===== src/rtl/ready_tracker.sv =====
// Pointer and occupancy manager for one circular operand buffer.
// Tracks write/read pointers with round bits, the unread count, a wrapping
// per-slot ready mask, and sticky overflow/underflow flags.
module ready_tracker #(
  parameter int ADDR_W = 2
) (
  input  logic                clk,
  input  logic                rst,
  input  logic                push,
  input  logic                pop,
  input  logic [ADDR_W:0]     pop_cnt,
  input  logic                flush,
  output logic [ADDR_W-1:0]   w_addr,
  output logic [ADDR_W-1:0]   r_addr,
  output logic                w_round,
  output logic                r_round,
  output logic [ADDR_W:0]     count,
  output logic                full,
  output logic                empty,
  output logic [2**ADDR_W-1:0] ready,
  output logic                ovf,
  output logic                udf
);

  localparam int DEPTH = 2**ADDR_W;
  localparam logic [ADDR_W:0] DEPTH_C = (ADDR_W+1)'(DEPTH);

  logic [ADDR_W-1:0] w_addr_q, w_addr_d;
  logic [ADDR_W-1:0] r_addr_q, r_addr_d;
  logic              w_round_q, w_round_d;
  logic              r_round_q, r_round_d;
  logic [ADDR_W:0]   count_q, count_d;
  logic              ovf_q, ovf_d;
  logic              udf_q, udf_d;

  logic              full_c;
  logic              push_acc;
  logic              pop_acc;
  logic [ADDR_W:0]   r_sum;
  logic [ADDR_W:0]   pop_amt;
  logic [ADDR_W:0]   push_amt;

  assign full_c = (count_q == DEPTH_C);

  // Next-state: acceptance from registered state only, flush over push/pop
  always_comb begin
    w_addr_d  = w_addr_q;
    r_addr_d  = r_addr_q;
    w_round_d = w_round_q;
    r_round_d = r_round_q;
    count_d   = count_q;
    ovf_d     = ovf_q;
    udf_d     = udf_q;

    push_acc  = push & ~full_c;
    pop_acc   = pop & (pop_cnt != '0) & (pop_cnt <= count_q);
    // r_addr < DEPTH and pop_cnt <= DEPTH, so the carry bit alone marks a wrap
    r_sum     = {1'b0, r_addr_q} + pop_cnt;
    pop_amt   = pop_acc ? pop_cnt : '0;
    push_amt  = {{ADDR_W{1'b0}}, push_acc};

    if (flush) begin
      r_addr_d  = w_addr_q;
      r_round_d = w_round_q;
      count_d   = '0;
      ovf_d     = 1'b0;
      udf_d     = 1'b0;
    end else begin
      if (push_acc) begin
        w_addr_d = w_addr_q + 1'b1;
        if (w_addr_q == '1) begin
          w_round_d = ~w_round_q;
        end
      end
      if (pop_acc) begin
        r_addr_d = r_sum[ADDR_W-1:0];
        if (r_sum[ADDR_W]) begin
          r_round_d = ~r_round_q;
        end
      end
      count_d = count_q + push_amt - pop_amt;
      if (push & full_c) begin
        ovf_d = 1'b1;
      end
      if (pop & (pop_cnt > count_q)) begin
        udf_d = 1'b1;
      end
    end
  end

  // State register with synchronous reset
  always_ff @(posedge clk) begin
    if (rst) begin
      w_addr_q  <= '0;
      r_addr_q  <= '0;
      w_round_q <= 1'b0;
      r_round_q <= 1'b0;
      count_q   <= '0;
      ovf_q     <= 1'b0;
      udf_q     <= 1'b0;
    end else begin
      w_addr_q  <= w_addr_d;
      r_addr_q  <= r_addr_d;
      w_round_q <= w_round_d;
      r_round_q <= r_round_d;
      count_q   <= count_d;
      ovf_q     <= ovf_d;
      udf_q     <= udf_d;
    end
  end

  // Ready mask: slot i holds unread data if its distance from r_addr is below count
  always_comb begin
    ready = '0;
    for (int unsigned i = 0; i < DEPTH; i++) begin
      ready[i] = ({1'b0, ADDR_W'(i) - r_addr_q} < count_q);
    end
  end

  assign w_addr  = w_addr_q;
  assign r_addr  = r_addr_q;
  assign w_round = w_round_q;
  assign r_round = r_round_q;
  assign count   = count_q;
  assign full    = full_c;
  assign empty   = (count_q == '0);
  assign ovf     = ovf_q;
  assign udf     = udf_q;

endmodule

===== config.mk =====
export PLATFORM = sky130hd
export DESIGN_NAME = ready_tracker
export DESIGN_NICKNAME = d
export VERILOG_FILES = /design/src/rtl/ready_tracker.sv
export SDC_FILE = /design/constraint.sdc
export NUM_CORES = 1
export LEC_CHECK = 0
export ABC_AREA = 1
export BUFFER_PORTS_ARGS = -buffer_cell sky130_fd_sc_hd__buf_4
export CAP_MARGIN = 25
export CORE_ASPECT_RATIO = 0.9
export CORE_MARGIN = 3
export CORE_UTILIZATION = 49
export DETAILED_ROUTE_END_ITERATION = 12
export GPL_TIMING_DRIVEN = 0
export PLACE_DENSITY = 0.79
export SYNTH_ARGS = -nofsm -noshare
export SYNTH_HDL_FRONTEND = slang
export SYNTH_SLANG_ARGS = --single-unit

===== constraint.sdc =====
create_clock -name clk -period 3.8 [get_ports clk]
set_clock_uncertainty 0.05 [all_clocks]
set_input_delay 0.76 -clock clk [delete_from_list [all_inputs] [get_ports clk]]
set_output_delay 0.76 -clock clk [all_outputs]
set_load 0.02 [all_outputs]

# Word-level counts from Yosys, hierarchy flattened
# Cells that the tools add are included.
# op_classes
addsub,8
n_mul,0
n_div,0
order_cmp,6
eq_ne,2
shift,0
n_mux,6
bitwise,9
n_reduce_logical,8
# ops
op,count
less-than comparator 2 x 3 -> 1 bit,4
AND 1 bit,5
2-to-1 mux 2 bit,2
inverter 1 bit,4
AND reduction 2 bit,2
nonzero test 2 bit,2
subtractor 1 x 2 -> 2 bit (first input constant),2
subtractor 2 bit (first input constant),2
adder 2 x 3 -> 3 bit,1
adder 3 x 1 -> 3 bit,1
== test 3 bit (second input constant),1
> comparator 3 bit,1
less-or-equal comparator 3 bit,1
zero test 3 bit,1
2-to-1 mux 1 bit,3
2-to-1 mux 3 bit,1
AND reduction 3 bit,1
nonzero test 3 bit,1
subtractor 3 bit,1
adder 2 x 1 -> 2 bit (second input constant),1
== test 2 bit (second input constant),1
OR reduction 2 bit,1
# word_totals
regBits,11
latch_bits,0
mem_bits_rw,0
mem_bits_ro,0
input_bits,8
out_inout_bits,17
elab_cells,46
n_memories,0

# Logic depth before layout (Yosys ltp)
# depth
depth_word,5
depth_mapped,17
mapped_depth_nobuf,17

# Worst setup path after synthesis
# OpenSTA, ideal clock, no wires.
# synth_timing
path_kind,input -> register
startpoint,in pop_cnt[2]
endpoint,"reg count_q[2], in the netlist count[2]"
setup_ps,113
t_arrival_ps,2768
t_required_ps,3637
slack_ps,869
cell_stages,15
path_buffers,0
path_cell_list,ha_1 nand3_1 nand2_2 nand2_4 nand2_2 nor2_1 ha_1 inv_1 ha_1 fa_1 xnor2_1 xor2_1 nand2_1 inv_1 nor2_1
# synth_via
elab_chain_cells,5
elab_cells_between_ends,6
cone_classes,add/sub (1); order compare (1); mux (1); bitwise (2); reduce/logical (1)
# synth_rtl
element,line_no,source
start: declaration,11,"input logic [ADDR_W:0] pop_cnt,"
branches (longest 3 deep; another with less-or-equal comparator 3 bit),--,
2-to-1 mux 3 bit (*),59,pop_amt = pop_acc ? pop_cnt : '0;
subtractor 3 bit (*),81,count_d = count_q + push_amt - pop_amt;
end signal: assignment,106,count_q <= count_d;
end: declaration,32,"logic [ADDR_W:0] count_q, count_d;"
# Mark *: on every way between the ends.
# A chain may end at the register's enable or synchronous reset.

# Final worst setup path
# Same ends and word-level chain as after synthesis.

==> results.json <==
{
  "drt_iter0_markers": 12,
  "period_share": 0.794,
  "clk_latency_ps": 260,
  "root_buffer": "clkbuf_4",
  "dp_hpwl_mm": 1.61,
  "setup_viol": 0,
  "peakVddDrop_uv": 246,
  "dieHeight_um": 46.0,
  "top_usage_layer": "met2",
  "p_per_area_mw_per_mm2": 351,
  "leakage_nw": 0.537,
  "rsz0062_at_grt": "false",
  "antenna_found_initial": 0,
  "crit_fanout": 6,
  "grt_pass1_vias": 804,
  "post_cts.repair.setup_buffers": 0,
  "n_antenna_cell": 0,
  "die_area_sq_mm": 0.00232,
  "path_clk_slew_ps": 70,
  "area_delta_synth_final_pct": 26.9,
  "cts_num_sinks": 11,
  "holdCritStartpoint": "udf",
  "hold_buffers": 0,
  "period_needed_ps": 3020,
  "fmax_ghz": 0.331,
  "avgRoutedWirePerCell_um": 11.4,
  "grt_max_degree": 8,
  "die_w_um": 50.4,
  "synth_cell_types": 24,
  "overflow": 0,
  "layout_commonest_cell": "buf_4",
  "drc_errors": 0,
  "drt-total-wl_mm": 1.87,
  "ff2ff_path_depth": 15,
  "timing.rr.start": "count[2]",
  "hold_depth": 1,
  "status": "completed",
  "io_buffers": 24,
  "critPathKind": "primary input to flip-flop",
  "worst_setup_path_end_kind": "flip-flop",
  "grt_first_pass_wirelength_mm": 3.22,
  "slew_headroom": 0.815,
  "ys_seq_elements": 11,
  "maxSlewViolCount": 0,
  "syn_nets": 136,
  "tightestPinTransition_ps": 278,
  "cts_tree": "done",
  "groute.usage.overall": 0.180,
  "drive_gt1_frac": 0.296,
  "whs_ps": 424,
  "nFillCells": 136,
  "first_pass_iters": 4,
  "cts.htree.levels": 1,
  "setup_tns_ps": 0,
  "placed_area_sq_mm": 0.00108,
  "num_vias": 819,
  "core_sq_mm": 0.00156,
  "grtUsageMet3": 0.0328,
  "critPathArrivalTime_ps": 3160,
  "row_count": 13,
  "cp.required_ps": 3940,
  "vias_per_cell": 4.99,
  "syn_inst": 114,
  "avgSynthCellArea_sq_um": 7.64,
  "yosysWarnings": 0,
  "worst-r2r-setup-slack_ps": 840,
  "postLayoutCellArea_sq_mm": 0.00110,
  "numCtsBuffers": 3,
  "gr-usage-met2": 0.357,
  "pin_count": 25,
  "reg2reg_to": "count[2]",
  "cts.repair.resized": 0,
  "final_hold_viol_count": 0,
  "routabilityCongestion": 0.752,
  "seq_area_frac_synth": 0.253,
  "cap_violations": 0,
  "startpoint_type": "primary input",
  "hold_path.class": "flip-flop to flip-flop",
  "finalNetCount": 165,
  "min_to": "udf",
  "initial_utilization": 0.558,
  "cts_buffer_depth": 2,
  "met1_usage": 0.196,
  "mostFrequentLayoutCells": "24 x buf_4, 22 x inv_1, 12 x ha_1",
  "synth_area_sq_um": 871,
  "drt.antenna.violating_nets": 0
}
[final cells by class]
type / count / area, sq um / area share
multi-input combinational: 78 / 557 / 0.504
sequential: 11 / 220 / 0.199
timing repair buffer: 24 / 180 / 0.163
inverter: 25 / 93.8 / 0.0849
tap: 22 / 27.5 / 0.0249
clock buffer: 4 / 26.3 / 0.0238
[how the worst max path moves through the flow]
stage,from,to,slack [ps],depth (start not counted)
after floorplan,pop_cnt[2],count[2],870,15
after detailed placement,pop_cnt[2],count[2],490,16
after global placement,pop_cnt[2],count[2],620,16
final,pop_cnt[2],count[2],780,15
after global routing,count[2],count[2],600,15
after CTS,pop_cnt[2],count[2],770,15
[registers in the layout (all words and copies together), names as in the netlist]
name	count
r_round	1
w_addr	2
r_addr	2
ovf	1
w_round	1
count	3
udf	1
[synthesized netlist by cell type, drive strengths merged]
cell | number | area, sq um
inv | 25 | 93.8
xnor2 | 3 | 26.3
fa | 2 | 40.0
nor2 | 8 | 37.5
ha | 12 | 150
or2 | 4 | 25.0
nand3 | 9 | 50.1
nand4 | 1 | 6.26
o21ai | 7 | 35.0
nand2 | 16 | 77.6
nor3 | 1 | 5.00
xor2 | 1 | 8.76
a21oi | 13 | 87.6
o21a | 1 | 7.51
dfxtp | 11 | 220
[kinds of logic after synthesis]
family                     synth area share
and+or+nand+nor                       0.231
buffers and inverters                 0.108
AOI/OAI and AO/OA                     0.149
adders and majority gates             0.218
DFF                                   0.253
xor gates and xnor gates             0.0402
[critical path, cell delays in order]
cell and delay [ps]:
buf_4 130, ha_1 330, nand3_1 100, nand2_2 90, nand2_4 70, nand2_2 100
nor2_1 50, ha_1 260, inv_1 40, ha_1 180, fa_1 380, xnor2_1 200
xor2_1 220, o21ai_1 100, nor2_1 110
[metrics by stage]
stage	utilization	total power, mW	cells	setup WS (ps)
final	0.708	0.388	164	781
after floorplan	-	0.252	114	869
after global placement	0.691	0.308	160	621
after global routing	0.708	0.420	164	599
after detailed placement	0.691	0.317	160	492
after CTS	0.708	0.393	164	767
[per-layer routing]
layer | wire length [um] | part of all wire
met5 | 0 | 0
met4 | 13 | 0.0070
met3 | 103 | 0.055
met2 | 975 | 0.52
met1 | 773 | 0.41
[power by group]
group	total (mW)	switching, mW	leakage (nW)	internal (mW)
sequential	0.134	0.0110	0.0898	0.123
clock	0.0751	0.0346	0.0150	0.0405
combinational	0.179	0.102	0.432	0.0768
(Power assumes the default switching activity.)
